**config.mk**
```make
export PLATFORM = sky130hd
export DESIGN_NAME = keypad_scanner
export DESIGN_NICKNAME = d
export VERILOG_FILES = /design/src/rtl/keypad_scanner.sv
export SDC_FILE = /design/constraint.sdc
export NUM_CORES = 1
export LEC_CHECK = 0
export ABC_AREA = 1
export BUFFER_PORTS_ARGS = -buffer_cell sky130_fd_sc_hd__buf_4
export CAP_MARGIN = 20
export CORE_MARGIN = 2
export CORE_UTILIZATION = 60
export CTS_CLUSTER_SIZE = 16
export DETAILED_ROUTE_END_ITERATION = 16
export PLACE_DENSITY = 0.75
export SLEW_MARGIN = 20
export SYNTH_ARGS = -nofsm -noshare
export SYNTH_HDL_FRONTEND = slang
export SYNTH_SLANG_ARGS = --single-unit
```
**constraint.sdc**
```tcl
create_clock -name clk -period 9.35 [get_ports clk]
set_input_delay 2.3375 -clock clk [delete_from_list [all_inputs] [get_ports clk]]
set_output_delay 2.3375 -clock clk [all_outputs]
set_load 0.05 [all_outputs]
```
**src/rtl/keypad_scanner.sv**
```systemverilog
// keypad_scanner: scans a 4x4 active-low keypad, debounces whole-scan results,
// rejects multi-key presses and emits single-cycle key events plus a pop-mode flag.
module keypad_scanner #(
  parameter int         CLK_HZ         = 100_000_000,
  parameter int         SCAN_HZ        = 1000,
  parameter int         DEBOUNCE_SCANS = 4,
  parameter logic [3:0] POP_KEY        = 4'hE
) (
  input  logic       clk,
  input  logic       reset_n,
  input  logic [3:0] row,
  output logic [3:0] col,
  input  logic       pop_clear,
  output logic [3:0] key_code,
  output logic       key_valid,
  output logic       key_held,
  output logic       pop
);
  localparam int            DWELL  = CLK_HZ / SCAN_HZ;
  localparam int            DW     = $clog2(DWELL);
  localparam logic [DW-1:0] LAST   = DW'(DWELL - 1);
  localparam logic [DW-1:0] PRE    = DW'(DWELL - 2);
  localparam logic [3:0]    DEB    = 4'(DEBOUNCE_SCANS);
  localparam logic [63:0]   KEYMAP = 64'hDEF0_C987_B654_A321;

  typedef enum logic {S_DRIVE, S_SAMPLE} state_t;

  state_t          r_state, w_state_nxt;
  logic [DW-1:0]   r_dwell;
  logic [1:0]      r_col_idx;
  logic [3:0]      r_row_s1, r_row_s2;
  logic [2:0][3:0] r_hits;
  logic [4:0]      r_cand, r_stable, w_res;
  logic [3:0]      r_cnt, w_cnt_nxt;
  logic [15:0]     w_hits;
  logic [4:0]      w_nhits;
  logic [3:0]      w_idx;
  logic            w_sample, w_scan_end, w_accept, w_event, w_toggle;

  always_ff @(posedge clk) begin
    if (!reset_n) begin
      r_state   <= S_DRIVE;
      r_dwell   <= '0;
      r_col_idx <= '0;
    end else begin
      r_state   <= w_state_nxt;
      r_dwell   <= (r_dwell == LAST) ? '0 : r_dwell + 1'b1;
      r_col_idx <= w_sample ? r_col_idx + 1'b1 : r_col_idx;
    end
  end

  always_comb begin
    w_state_nxt = (r_state == S_DRIVE && r_dwell == PRE) ? S_SAMPLE : S_DRIVE;
    w_sample    = r_state == S_SAMPLE;
    w_scan_end  = w_sample && r_col_idx == 2'd3;
  end

  assign col = ~(4'b0001 << r_col_idx);

  // Column 3 is evaluated live in its sample cycle so the event lands one cycle later
  always_comb begin
    w_hits  = '0;
    w_nhits = '0;
    w_idx   = '0;
    for (int r = 0; r < 4; r++) begin
      for (int c = 0; c < 3; c++) w_hits[r*4+c] = r_hits[c][r];
      w_hits[r*4+3] = ~r_row_s2[r];
    end
    for (int i = 0; i < 16; i++) begin
      if (w_hits[i]) begin
        w_nhits = w_nhits + 5'd1;
        w_idx   = 4'(i);
      end
    end
  end

  assign w_res     = (w_nhits == 5'd1) ? {1'b1, KEYMAP[{w_idx, 2'b00} +: 4]} : 5'd0;
  assign w_cnt_nxt = (w_res == r_cand) ? ((r_cnt == DEB) ? r_cnt : r_cnt + 4'd1) : 4'd1;
  assign w_accept  = w_scan_end && w_cnt_nxt == DEB && w_res != r_stable;
  assign w_event   = w_accept && w_res[4] && w_res[3:0] != POP_KEY;
  assign w_toggle  = w_accept && w_res == {1'b1, POP_KEY};
  assign key_held  = r_stable[4];

  always_ff @(posedge clk) begin
    if (!reset_n) begin
      r_row_s1  <= 4'hF;
      r_row_s2  <= 4'hF;
      r_hits    <= '0;
      r_cand    <= '0;
      r_cnt     <= '0;
      r_stable  <= '0;
      key_code  <= '0;
      key_valid <= 1'b0;
      pop       <= 1'b0;
    end else begin
      r_row_s1  <= row;
      r_row_s2  <= r_row_s1;
      key_valid <= w_event;
      for (int c = 0; c < 3; c++) if (w_sample && r_col_idx == 2'(c)) r_hits[c] <= ~r_row_s2;
      if (w_scan_end) begin
        r_cand <= w_res;
        r_cnt  <= w_cnt_nxt;
      end
      if (w_accept) r_stable <= w_res;
      if (w_event) key_code <= w_res[3:0];
      pop <= pop_clear ? 1'b0 : w_toggle ? ~pop : pop;
    end
  end
endmodule

```
==> results.txt, run 1 <==
The run finished with clean final reports. The biggest cell delay along the critical path came out at 0.35 ns. The mean number of vias per cell came out at 5.11.

The via count of the first global-routing pass is 4241. The worst hold slack came out at 0.412 ns. Among all flip-flop cells after synthesis, the most frequent one is dfxtp_1. The Yosys step of the flow raised 0 warnings. The worst pin sits at a relative slew slack of 53.5%. The min-delay analysis places its worst path in the category reg -> reg.

The category of the worst setup path capture point is a flip-flop. The cell count after synthesis came out at 738. During placement, the flow inserted port buffers numbering 17. The insertion delay to the later sink of the worst-skew pair came out at 0.34 ns. The startpoint type of the worst setup path is a flip-flop.

The number of vias after detailed routing came out at 4478. The final non-filler cell area came out at 5260 µm². The highest fanout seen on the critical path is 6. The reg-to-reg setup timing slack came out at 0.62 ns. The first global-routing pass estimated 17.3 mm of wire.

In this run the clock root is driven by a clkbuf_8. The average wire per cell in the routed design is 11.2 µm. The worst ir drop on vdd is 105 µV. The die extent in x is 92.2 µm. The maximum clock insertion buffer count came out at 2. Summed over all cells, the static leakage comes to 2.73 nW. The initial standard-cell utilization of the core is 61.1%. The die covers 8510 µm². The total of hold buffers inserted after clock tree synthesis came out at 0. The total area inside the core boundary comes to 7650 µm².

The worst-margin pin slew came out at 0.693 ns. For this run, asynchronously set or reset flops after synthesis account for 0%. The post-detailed-placement half-perimeter wirelength is 7.44 mm. The power density over the cells came out at 108 nW/µm². The count of final setup violators came out at 0. The part of the power in the clock network came out at 41.3%.

The synthesized net count is 772. The count of final hold-check violations came out at 0. In the routed design, unresolved DRC markers number 0. The master of the slowest instance on the critical path is dfxtp_1. The clock tree from TritonCTS is built. In the finished design, the share of the clock period the worst path needs comes to 93.4%.

The final wirelength came out at 9.77 mm. The most frequent standard cell in the layout excluding fill and tap cells is nand2_1. The count of pins on the block boundary came out at 18. The net switching fraction of the power came out at 25.9%. Derived from the worst setup path, the maximum achievable clock frequency is 0.115 GHz.

The reported max-cap violation count came out at 0. Entering global routing, the biggest net connects 27 pins. The number of detailed-route iterations in the first pass came out at 4.

The internal power of the cells is 0.000422 W. The count of state elements after synthesis is 60. The last weighted congestion value of the routability-driven placer came out at 0.886. The number of antenna cells inserted came out at 0. The cell that appears most often on the critical path is nand2_2.

The violation count after the first detailed-route iteration is 202. In this run the cell area of the synthesized design comes to 4670 µm². Leaving out fill and tap cells, the most frequent cells in the layout are nand2_1, inv_1, dfxtp_1. After layout, the minimum clock period comes to 8.73 ns.

The global router's overall resource usage is 24.2%. The cell row count is 32. In this run the mean area of a mapped cell was 6.33 µm².

The area added between synthesis and finish is 12.5%. For this design the total switching power over the nets is 0.000147 W. The sequential area share after synthesis came out at 25.7%.

The count of unique library cells instantiated by Yosys came out at 36. The H-tree generated during clock tree synthesis spans 3 levels. The number of antenna violations at the first check in global routing came to 0. On the final layout, the worst clock skew is 0.00976 ns. The number of clock buffers inserted by TritonCTS is 9. The number of max-slew violations in the final report is 0. Per report_power, the combinational group accounts for 12.8% of the total. The data arrival time of the worst path came out at 9.00 ns. Once placement finished, the instance area stood at 4890 µm². The aggregate negative setup slack is 0 ns. The sequential fraction of design power came out at 45.8%. The number of enable-type register cells in the synthesized netlist is 0. Cells with a size suffix above 1 make up 21.1% of the layout. The number of clock sinks seen by CTS came out at 60. The CTS clock-pin slew for the worst setup and hold paths is 0.07 ns. Summed over all layers, the global routing overflow is 0. The layout has 689 filler cells. The number of routed nets with antenna violations came out at 0. The number of nets at the end of the flow is 803.

The required arrival time at the worst endpoint came out at 9.62 ns. The class of the most critical setup path is reg -> reg. The die is 92.2 µm tall.
-- path summary, 6_finish.rpt --
| kind | start | end | depth (start not counted) |
|---|---|---|---|
| worst max-delay path | r_hits[0] | key_code[1] | 62 |
| worst min register to register | r_row_s1[2] | r_row_s2[2] | 1 |
| worst min-delay path | r_row_s1[2] | r_row_s2[2] | 1 |
| worst max register to register | r_hits[0] | key_code[1] | 62 |
-- timing repair --
| item | CTS | global route |
|---|---|---|
| setup endpoints to repair | 0 | 12 |
| gates resized for setup | 0 | 24 |
| setup buffers | 0 | 9 |
-- cells in the mapped netlist (4+ instances only) --
library cell  instances  area [µm²]
ha_1                 27         338
clkbuf_1              6        22.5
inv_1               121         454
or2_2                14        87.6
nand4_1              11        68.8
o21ai_0              33         165
nand2_2              47         294
nor4_1                5        31.3
xor2_1                6        52.6
dfxtp_1              60        1200
nand2_1             187         702
nand3_2              20         200
nor2_4                4        45.0
a21oi_1              47         235
nor3_1                9        45.0
nand3_1              49         245
inv_2                 9        33.8
nand3b_1              8        60.1
nor2_1               49         184
-- critical path: cells and delay by family, from the launching register on --
kind | cells | cell delay (ns)
AND/OR/NAND/NOR | 40 | 4.01
adder cells (fa/ha/maj) | 14 | 3.67
buffers and inverters | 7 | 0.44
flip-flops | 1 | 0.35
AO/OA/AOI/OAI | 1 | 0.15
-- flip-flops by register name, indices dropped and copies added (netlist names) --
signal     flops
r_dwell       17
r_hits        12
r_cand         5
r_stable       5
key_code       4
r_cnt          4
r_row_s1       4
r_row_s2       4
r_col_idx      2
key_valid      1
pop            1
r_state        1
-- kinds of logic after synthesis --
kind of cell / count (synthesis) / synth area share (%)
muxes: 1 / 0.241
buffers and inverters: 139 / 11.4
AOI/OAI and AO/OA: 94 / 10.7
adders and majority gates: 27 / 7.23
xor gates and xnor gates: 8 / 1.50
DFF: 60 / 25.7
and+or+nand+nor: 409 / 43.2
-- layout make-up --
cell class,instances,area (µm²),area share [%]
multi-input cells,540,3020,57.5
inverters,131,492,9.35
well taps,102,128,2.43
clock inverters,4,47.5,0.905
repair buffers,27,210,4.00
flip-flops and latches,60,1200,22.9
clock buffers,12,155,2.95
-- metrics by stage --
stage,std cells,setup slack (ns),total power (W),utilization [%]
6_report,876,0.621,0.000569,68.7
5_1_grt,876,-0.0397,0.000596,68.7
3_3_place_gp,849,0.714,0.000326,63.9
3_5_place_dp,850,0.419,0.000329,64.0
2_1_floorplan,738,1.27,0.000316,-
4_1_cts,866,0.368,0.000563,66.6
-- metal layers --
layer / up-vias / share of wire (%) / track usage [%]
li1: 2401 / - / -
met2: 69 / 50 / 43.9
met1: 1991 / 45 / 28.9
met3: 17 / 3.6 / 4.77
met5: - / 0 / 0
met4: 0 / 1.6 / 6.59
-- power by group through the flow --
stage          clock network [W]  logic [W]  registers (W)
2_1_floorplan                  0  0.0000501       0.000266
3_3_place_gp                   0  0.0000600       0.000266
3_5_place_dp                   0  0.0000629       0.000266
4_1_cts                 0.000239  0.0000634       0.000261
5_1_grt                 0.000252  0.0000826       0.000261
6_report                0.000235  0.0000731       0.000261
(Power assumes the default switching activity.)
==> run 2, diff against run 1 <==
--- a/config.mk
+++ b/config.mk
@@ -12,6 +12,7 @@
 export CORE_UTILIZATION = 60
 export CTS_CLUSTER_SIZE = 16
 export DETAILED_ROUTE_END_ITERATION = 16
+export MAX_ROUTING_LAYER = met4
 export PLACE_DENSITY = 0.75
 export SLEW_MARGIN = 20
 export SYNTH_ARGS = -nofsm -noshare
==> run 2 against run 1 <==
Net effect:
- clock-buffer cell count did not move
- highest routed layer unchanged
- register-to-register slack about the same
- via count is 0.16% higher
- critical path depth shrank 1
- utilization did not move
- combinational power about the same
- critical endpoint unchanged
- routed wire length up 0.47%
- first-iteration DRC count rose by 3.5%
- clock skew down 0.00078 ns
- largest power group unchanged
- sequential power barely moved
==> results.txt, run 2 (synthesized netlist as in run 1, its figures left out) <==
The count of pins on the block boundary is 18 (unchanged). The first-pass GRT wire length is 17.3 mm (about the same). The share of the clock period used by the worst path is 93.4% (about the same). The setup slack after layout is 0.616 ns (was 0.621 ns). The required arrival time at the worst endpoint is 9.61 ns (was 9.62 ns). The initial standard-cell utilization of the core came out at 61.1% (unchanged).

The number of nets at the end of the flow is 803 (unchanged). The number of placed cells counting well taps is 850 (unchanged). The leakage power figure came out at 2.73 nW (unchanged). The relative slew slack is 52.2% (was 53.5%). The standard cell area after detailed placement came to 4890 µm² (unchanged).

The full die area came out at 8510 µm² (unchanged). The biggest cell delay along the critical path is 0.35 ns (about the same). The number of detailed-route iterations in the first pass is 4 (unchanged). The reported max-cap violation count came out at 0 (unchanged). The CTS clock-pin slew for the worst setup and hold paths was 0.07 ns (about the same).

The data arrival time of the worst path is 9.00 ns (about the same). Most used cells in the layout excluding fill and tap cells: nand2_1, inv_1, dfxtp_1 (unchanged). The worst-margin pin slew came to 0.712 ns (was 0.693 ns). The violation count after the first detailed-route iteration is 209 (was 202). The pre-CTS setup slack was 0.419 ns (unchanged). The via count of the first global-routing pass is 4246 (was 4241). The number of antenna cells inserted came out at 0 (unchanged). The capture point of the worst reg-to-reg path is key_code[1] (unchanged). The number of max-slew violations in the final report came out at 0 (unchanged). The count of final setup violators came out at 0 (unchanged). The die extent in x was 92.2 µm (unchanged).

The area added between synthesis and finish came out at 12.5% (unchanged). The most frequent standard cell in the layout excluding fill and tap cells is nand2_1 (unchanged). The final wirelength came to 9.82 mm (was 9.77 mm). The category of the worst setup path capture point is a flip-flop (unchanged). The insertion delay to the later sink of the worst-skew pair came out at 0.33 ns (was 0.34 ns). The number of H-tree levels was 3 (unchanged).

The power density over the cells came out at 108 nW/µm² (about the same). The highest fanout seen on the critical path was 6 (unchanged). Status: finished clean (unchanged). The number of cells traversed by the worst register-to-register path is 61 (was 62). Largest regs: r_dwell (17), r_hits (12) (unchanged).

The overall die height came to 92.2 µm (unchanged). The count of final hold-check violations is 0 (unchanged). The share of cells above drive strength 1 came out at 21.1% (unchanged).

The logic depth of the worst path, buffers included is 61 (was 62). The highest clock frequency the design can meet is 0.115 GHz (about the same). The final non-filler cell area was 5260 µm² (unchanged). The final global-route overflow total is 0 (unchanged). The fill cell instance count of the final layout is 689 (unchanged).

The class of the most critical setup path was reg -> reg (unchanged). The worst hold slack was 0.412 ns (about the same). The kind of path behind the tightest hold check is reg -> reg (unchanged). The clock tree from TritonCTS is built (unchanged). The final setup skew is 0.00898 ns (was 0.00976 ns). The flip-flop count of the largest register, all copies and words added is 17 (unchanged). The pin count of the biggest net entering global routing is 27 (unchanged). The total of hold buffers inserted after clock tree synthesis came to 0 (unchanged).

The standard cell core area is 7650 µm² (unchanged). The cell at the root of the clock tree is clkbuf_8 (unchanged). The number of routed nets with antenna violations is 0 (unchanged).

The number of clock sinks seen by CTS is 60 (unchanged). The beginning of the critical path is r_hits[4] (was r_hits[0]). The worst ir drop on vdd is 105 µV (about the same).

The last weighted congestion value of the routability-driven placer came out at 0.901 (was 0.886). The number of buffer and inverter instances along the worst setup path came to 6 (was 7). The number of clock buffers inserted by TritonCTS was 9 (unchanged). The total DRC errors in the routed layout came to 0 (unchanged). The final cell count without fillers is 876 (unchanged). The time the worst path needs with I/O delays and setup was 8.73 ns (about the same).

The average wire per cell in the routed design came to 11.2 µm (about the same). The capture point of the critical path is key_code[1] (unchanged). The cell row count is 32 (unchanged). The global router's overall resource usage came out at 24.8% (was 24.2%). The maximum clock insertion buffer count came to 2 (unchanged). The startpoint type of the worst setup path is a flip-flop (unchanged).

The reg-to-reg setup timing slack is 0.62 ns (about the same). The number of buffers added on ports came to 17 (unchanged). The register containing the most flip-flops in the final layout was r_dwell (unchanged). The critical register-to-register path startpoint is r_hits[4] (was r_hits[0]). The family of cells with the greatest summed delay on the critical path was simple AND/OR/NAND/NOR gates (unchanged).

The master of the slowest instance on the critical path was dfxtp_2 (was dfxtp_1). The number of vias after detailed routing was 4485 (was 4478). The mean number of vias per cell came out at 5.12 (was 5.11). The post-detailed-placement half-perimeter wirelength came out at 7.44 mm (unchanged). The cell repeated most along the worst path is nand2_2 (unchanged).

The number of antenna violations at the first check in global routing is 0 (unchanged).
==> run 2: cell counts in the layout (fill, tap and decap cells not counted) <==
Identical to the previous run, type by type.
==> run 2: metrics by stage <==
stage / power (W) / util [%] / setup TNS (ns)
5_1_grt: 0.000596 / 68.7 / -0.119
3_3_place_gp: 0.000326 / 63.9 / 0
2_1_floorplan: 0.000316 / - / 0
6_report: 0.000569 / 68.7 / 0
4_1_cts: 0.000563 / 66.6 / 0
3_5_place_dp: 0.000329 / 64.0 / 0
==> run 2: report_power, final <==
| group | internal (W) | switching [W] |
|---|---|---|
| sequential | 0.000258 | 0.00000253 |
| clock | 0.000137 | 0.0000980 |
| combinational | 0.0000268 | 0.0000465 |
==> run 2: per-layer routing <==
metal | vias to the layer above | share of wire [%] | wire [µm] | GRT usage [%]
met3 | 12 | 3.3 | 326 | 4.52
met4 | 0 | 1.2 | 116 | 6.59
met5 | - | 0 | 0 | -
met2 | 78 | 50 | 4930 | 43.9
met1 | 1998 | 45 | 4450 | 29.0
li1 | 2397 | - | - | -
==> run 2: what timing repair did <==
item | in CTS | in global routing
setup buffers | 0 | 9
resized for setup | 0 | 24
endpoints found under the setup margin | 0 | 12
==> run 2: worst min-delay path by stage <==
stage	start	end	slack (ns)	cells past startpoint
2_1_floorplan	r_row_s1[0]	r_row_s2[0]	0.39	1
3_3_place_gp	r_row_s1[3]	r_row_s2[3]	0.39	1
3_5_place_dp	r_row_s1[2]	r_row_s2[2]	0.40	1
4_1_cts	r_row_s1[2]	r_row_s2[2]	0.41	1
5_1_grt	r_row_s1[2]	r_row_s2[2]	0.42	1
6_report	r_row_s1[2]	r_row_s2[2]	0.41	1
==> run 2: cell type report <==
cell class                      instances  area, µm²  share of cell area [%]
Timing Repair Buffer                   27        210                    4.00
Inverter                              131        492                    9.35
Clock inverter                          4       47.5                   0.905
Tap cell                              102        128                    2.43
Multi-Input combinational cell        540       3020                    57.5
Clock buffer                           12        155                    2.95
Sequential cell                        60       1200                    22.9
==> run 3, diff against run 2 <==
--- a/config.mk
+++ b/config.mk
@@ -14,6 +14,7 @@
 export DETAILED_ROUTE_END_ITERATION = 16
 export MAX_ROUTING_LAYER = met4
 export PLACE_DENSITY = 0.75
+export RECOVER_POWER = 100
 export SLEW_MARGIN = 20
 export SYNTH_ARGS = -nofsm -noshare
 export SYNTH_HDL_FRONTEND = slang
==> run 3 against run 2 <==
Net effect:
- worst hold slack hardly changed
- die area stayed put
- non-clock buffer count unchanged
- cell count did not move
- combinational power barely moved
- cell area shrank 0.86%
- critical path depth unchanged
- clock-buffer cell count is the same
- setup slack improved by 0.0043 ns
- power is essentially flat
- flip-flop and latch count unchanged
- global-route usage is the same
==> results.txt, run 3 (synthesized netlist as in run 1, its figures left out) <==
Status: finished clean (unchanged). The required arrival time at the worst endpoint is 9.62 ns (was 9.61 ns). The leakage power figure came to 2.69 nW (was 2.73 nW). The maximum clock insertion buffer count came to 2 (unchanged).

The die extent in x is 92.2 µm (unchanged). The number of clock sinks seen by CTS came to 60 (unchanged). Largest regs: r_dwell (17), r_hits (12) (unchanged). The share of the clock period used by the worst path came out at 93.4% (about the same). The category of the worst setup path capture point is a flip-flop (unchanged).

The global router's overall resource usage is 24.8% (unchanged). The number of clock buffers inserted by TritonCTS came out at 9 (unchanged). The cell at the root of the clock tree is clkbuf_8 (unchanged). The mean number of vias per cell was 5.12 (about the same). The clock tree from TritonCTS is built (unchanged). The startpoint of the lowest-slack hold path is r_row_s1[2] (unchanged). The overall die height is 92.2 µm (unchanged). Most used cells in the layout excluding fill and tap cells: nand2_1, inv_1, dfxtp_1 (unchanged). The worst ir drop on vdd was 105 µV (about the same). The highest fanout seen on the critical path came out at 6 (unchanged). The insertion delay to the later sink of the worst-skew pair came out at 0.34 ns (was 0.33 ns). The kind of path behind the tightest hold check is reg -> reg (unchanged).

The biggest cell delay along the critical path came out at 0.35 ns (about the same). The power density over the cells came to 109 nW/µm² (was 108 nW/µm²). The final setup skew is 0.00849 ns (was 0.00898 ns). The number of vias after detailed routing is 4484 (was 4485). The standard cell core area came out at 7650 µm² (unchanged). The cell row count is 32 (unchanged). The pin count of the biggest net entering global routing was 27 (unchanged). The reported max-cap violation count is 0 (unchanged).

The final global-route overflow total is 0 (unchanged). The number of H-tree levels is 3 (unchanged). The number of buffers added on ports came out at 17 (unchanged). The worst-margin pin slew came out at 1.08 ns (was 0.712 ns). The total DRC errors in the routed layout is 0 (unchanged).

The cell repeated most along the worst path is nand2_2 (unchanged). The count of pins on the block boundary came to 18 (unchanged). The standard cell area after detailed placement is 4890 µm² (unchanged).

The flip-flop count of the largest register, all copies and words added is 17 (unchanged). The count of final setup violators is 0 (unchanged). The register containing the most flip-flops in the final layout is r_dwell (unchanged). The pre-CTS setup slack came to 0.419 ns (unchanged). The most frequent standard cell in the layout excluding fill and tap cells is nand2_1 (unchanged). The number of antenna cells inserted is 0 (unchanged). The class of the most critical setup path is reg -> reg (unchanged).

The relative slew slack came out at 27.0% (was 52.2%). The final cell count without fillers came to 876 (unchanged). The startpoint type of the worst setup path is a flip-flop (unchanged).

The area added between synthesis and finish is 11.6% (was 12.5%). The number of detailed-route iterations in the first pass came out at 4 (unchanged). The number of max-slew violations in the final report came out at 0 (unchanged). The number of placed cells counting well taps is 850 (unchanged).

The via count of the first global-routing pass came out at 4246 (unchanged). The post-detailed-placement half-perimeter wirelength is 7.44 mm (unchanged). The final wirelength came out at 9.82 mm (about the same). The worst hold slack came out at 0.412 ns (about the same). The fraction of the core area covered by cells at the end of the flow is 68.1% (was 68.7%). The number of antenna violations at the first check in global routing is 0 (unchanged).

The hold-critical path endpoint is r_row_s2[2] (unchanged). The full die area came to 8510 µm² (unchanged). The number of routed nets with antenna violations came out at 0 (unchanged). The cell count of the worst hold path was 1 (unchanged). The average wire per cell in the routed design is 11.2 µm (about the same). The first-pass GRT wire length was 17.3 mm (unchanged).

The time the worst path needs with I/O delays and setup came out at 8.73 ns (about the same). The data arrival time of the worst path was 8.99 ns (was 9.00 ns). The last weighted congestion value of the routability-driven placer came out at 0.901 (unchanged). The highest clock frequency the design can meet is 0.115 GHz (about the same). The initial standard-cell utilization of the core was 61.1% (unchanged). The master of the slowest instance on the critical path is dfxtp_2 (unchanged). The capture point of the worst reg-to-reg path is key_code[1] (unchanged). The number of nets at the end of the flow is 803 (unchanged).

The final non-filler cell area is 5210 µm² (was 5260 µm²). The share of cells above drive strength 1 came out at 19.5% (was 21.1%). The count of final hold-check violations was 0 (unchanged). The violation count after the first detailed-route iteration is 195 (was 209). The critical register-to-register path startpoint is r_hits[4] (unchanged). The setup slack after layout came out at 0.621 ns (was 0.616 ns). The CTS clock-pin slew for the worst setup and hold paths came to 0.07 ns (about the same). The number of cells traversed by the worst register-to-register path came out at 61 (unchanged). The reg-to-reg setup timing slack is 0.62 ns (about the same).
## run 3: cell types whose count changed in the layout (fill, tap and decap cells not counted)
| cell | change |
|---|---|
| o21ai_1 | -1 |
| clkbuf_1 | +12 |
| buf_4 | -12 |
| o21ai_0 | +1 |
## run 3: routing by layer
layer | vias up | wire length [µm] | track usage, %
met4 | 0 | 116 | 6.59
li1 | 2400 | - | -
met3 | 12 | 302 | 4.52
met1 | 2000 | 4490 | 29.0
met5 | - | 0 | -
met2 | 72 | 4920 | 43.9
## run 3: through the flow
stage	TNS, ns	total power, W
finish	0	0.000569
global route	-0.119	0.000595
CTS	0	0.000563
detailed placement	0	0.000329
global placement	0	0.000326
floorplan	0	0.000316
## run 3: area by class of cell
class | count | area, µm²
Clock inverter | 4 | 47.5
Tap cell | 102 | 128
Timing Repair Buffer | 27 | 165
Inverter | 131 | 492
Multi-Input combinational cell | 540 | 3020
Sequential cell | 60 | 1200
Fill cell | 702 | 2440
Clock buffer | 12 | 155
## run 3: worst max path at each step
| stage | startpoint | end | slack [ns] | cells past startpoint |
|---|---|---|---|---|
| after floorplan | r_hits[0] | key_code[0] | 1.27 | 61 |
| after global placement | r_hits[0] | key_code[1] | 0.71 | 60 |
| after detailed placement | r_hits[0] | key_code[3] | 0.42 | 60 |
| after CTS | r_hits[4] | key_code[2] | 0.37 | 60 |
| after global routing | r_hits[0] | key_code[1] | -0.04 | 62 |
| final | r_hits[4] | key_code[1] | 0.62 | 61 |
## run 3: what timing repair did
action | CTS | global route
resized for setup | 0 | 24
hold buffers | 0 | 0
endpoints found under the setup margin | 0 | 12
setup buffers | 0 | 9
hold endpoints to repair | 0 | 0
## run 3: worst max-delay path: cells and delay by family, from the launching register on
family                     cells  cell delay, ns
and+or+nand+nor               40            4.05
adders and majority gates     14            3.70
buffers and inverters          6            0.36
DFF                            1            0.35
AOI/OAI and AO/OA              1            0.15
## run 3: where the power goes
part           switching [W]  total (W)  internal (W)  leakage (nW)
Sequential        0.00000254   0.000261      0.000258         0.486
Clock              0.0000979   0.000235      0.000137         0.102
Combinational      0.0000466  0.0000733     0.0000266          2.10
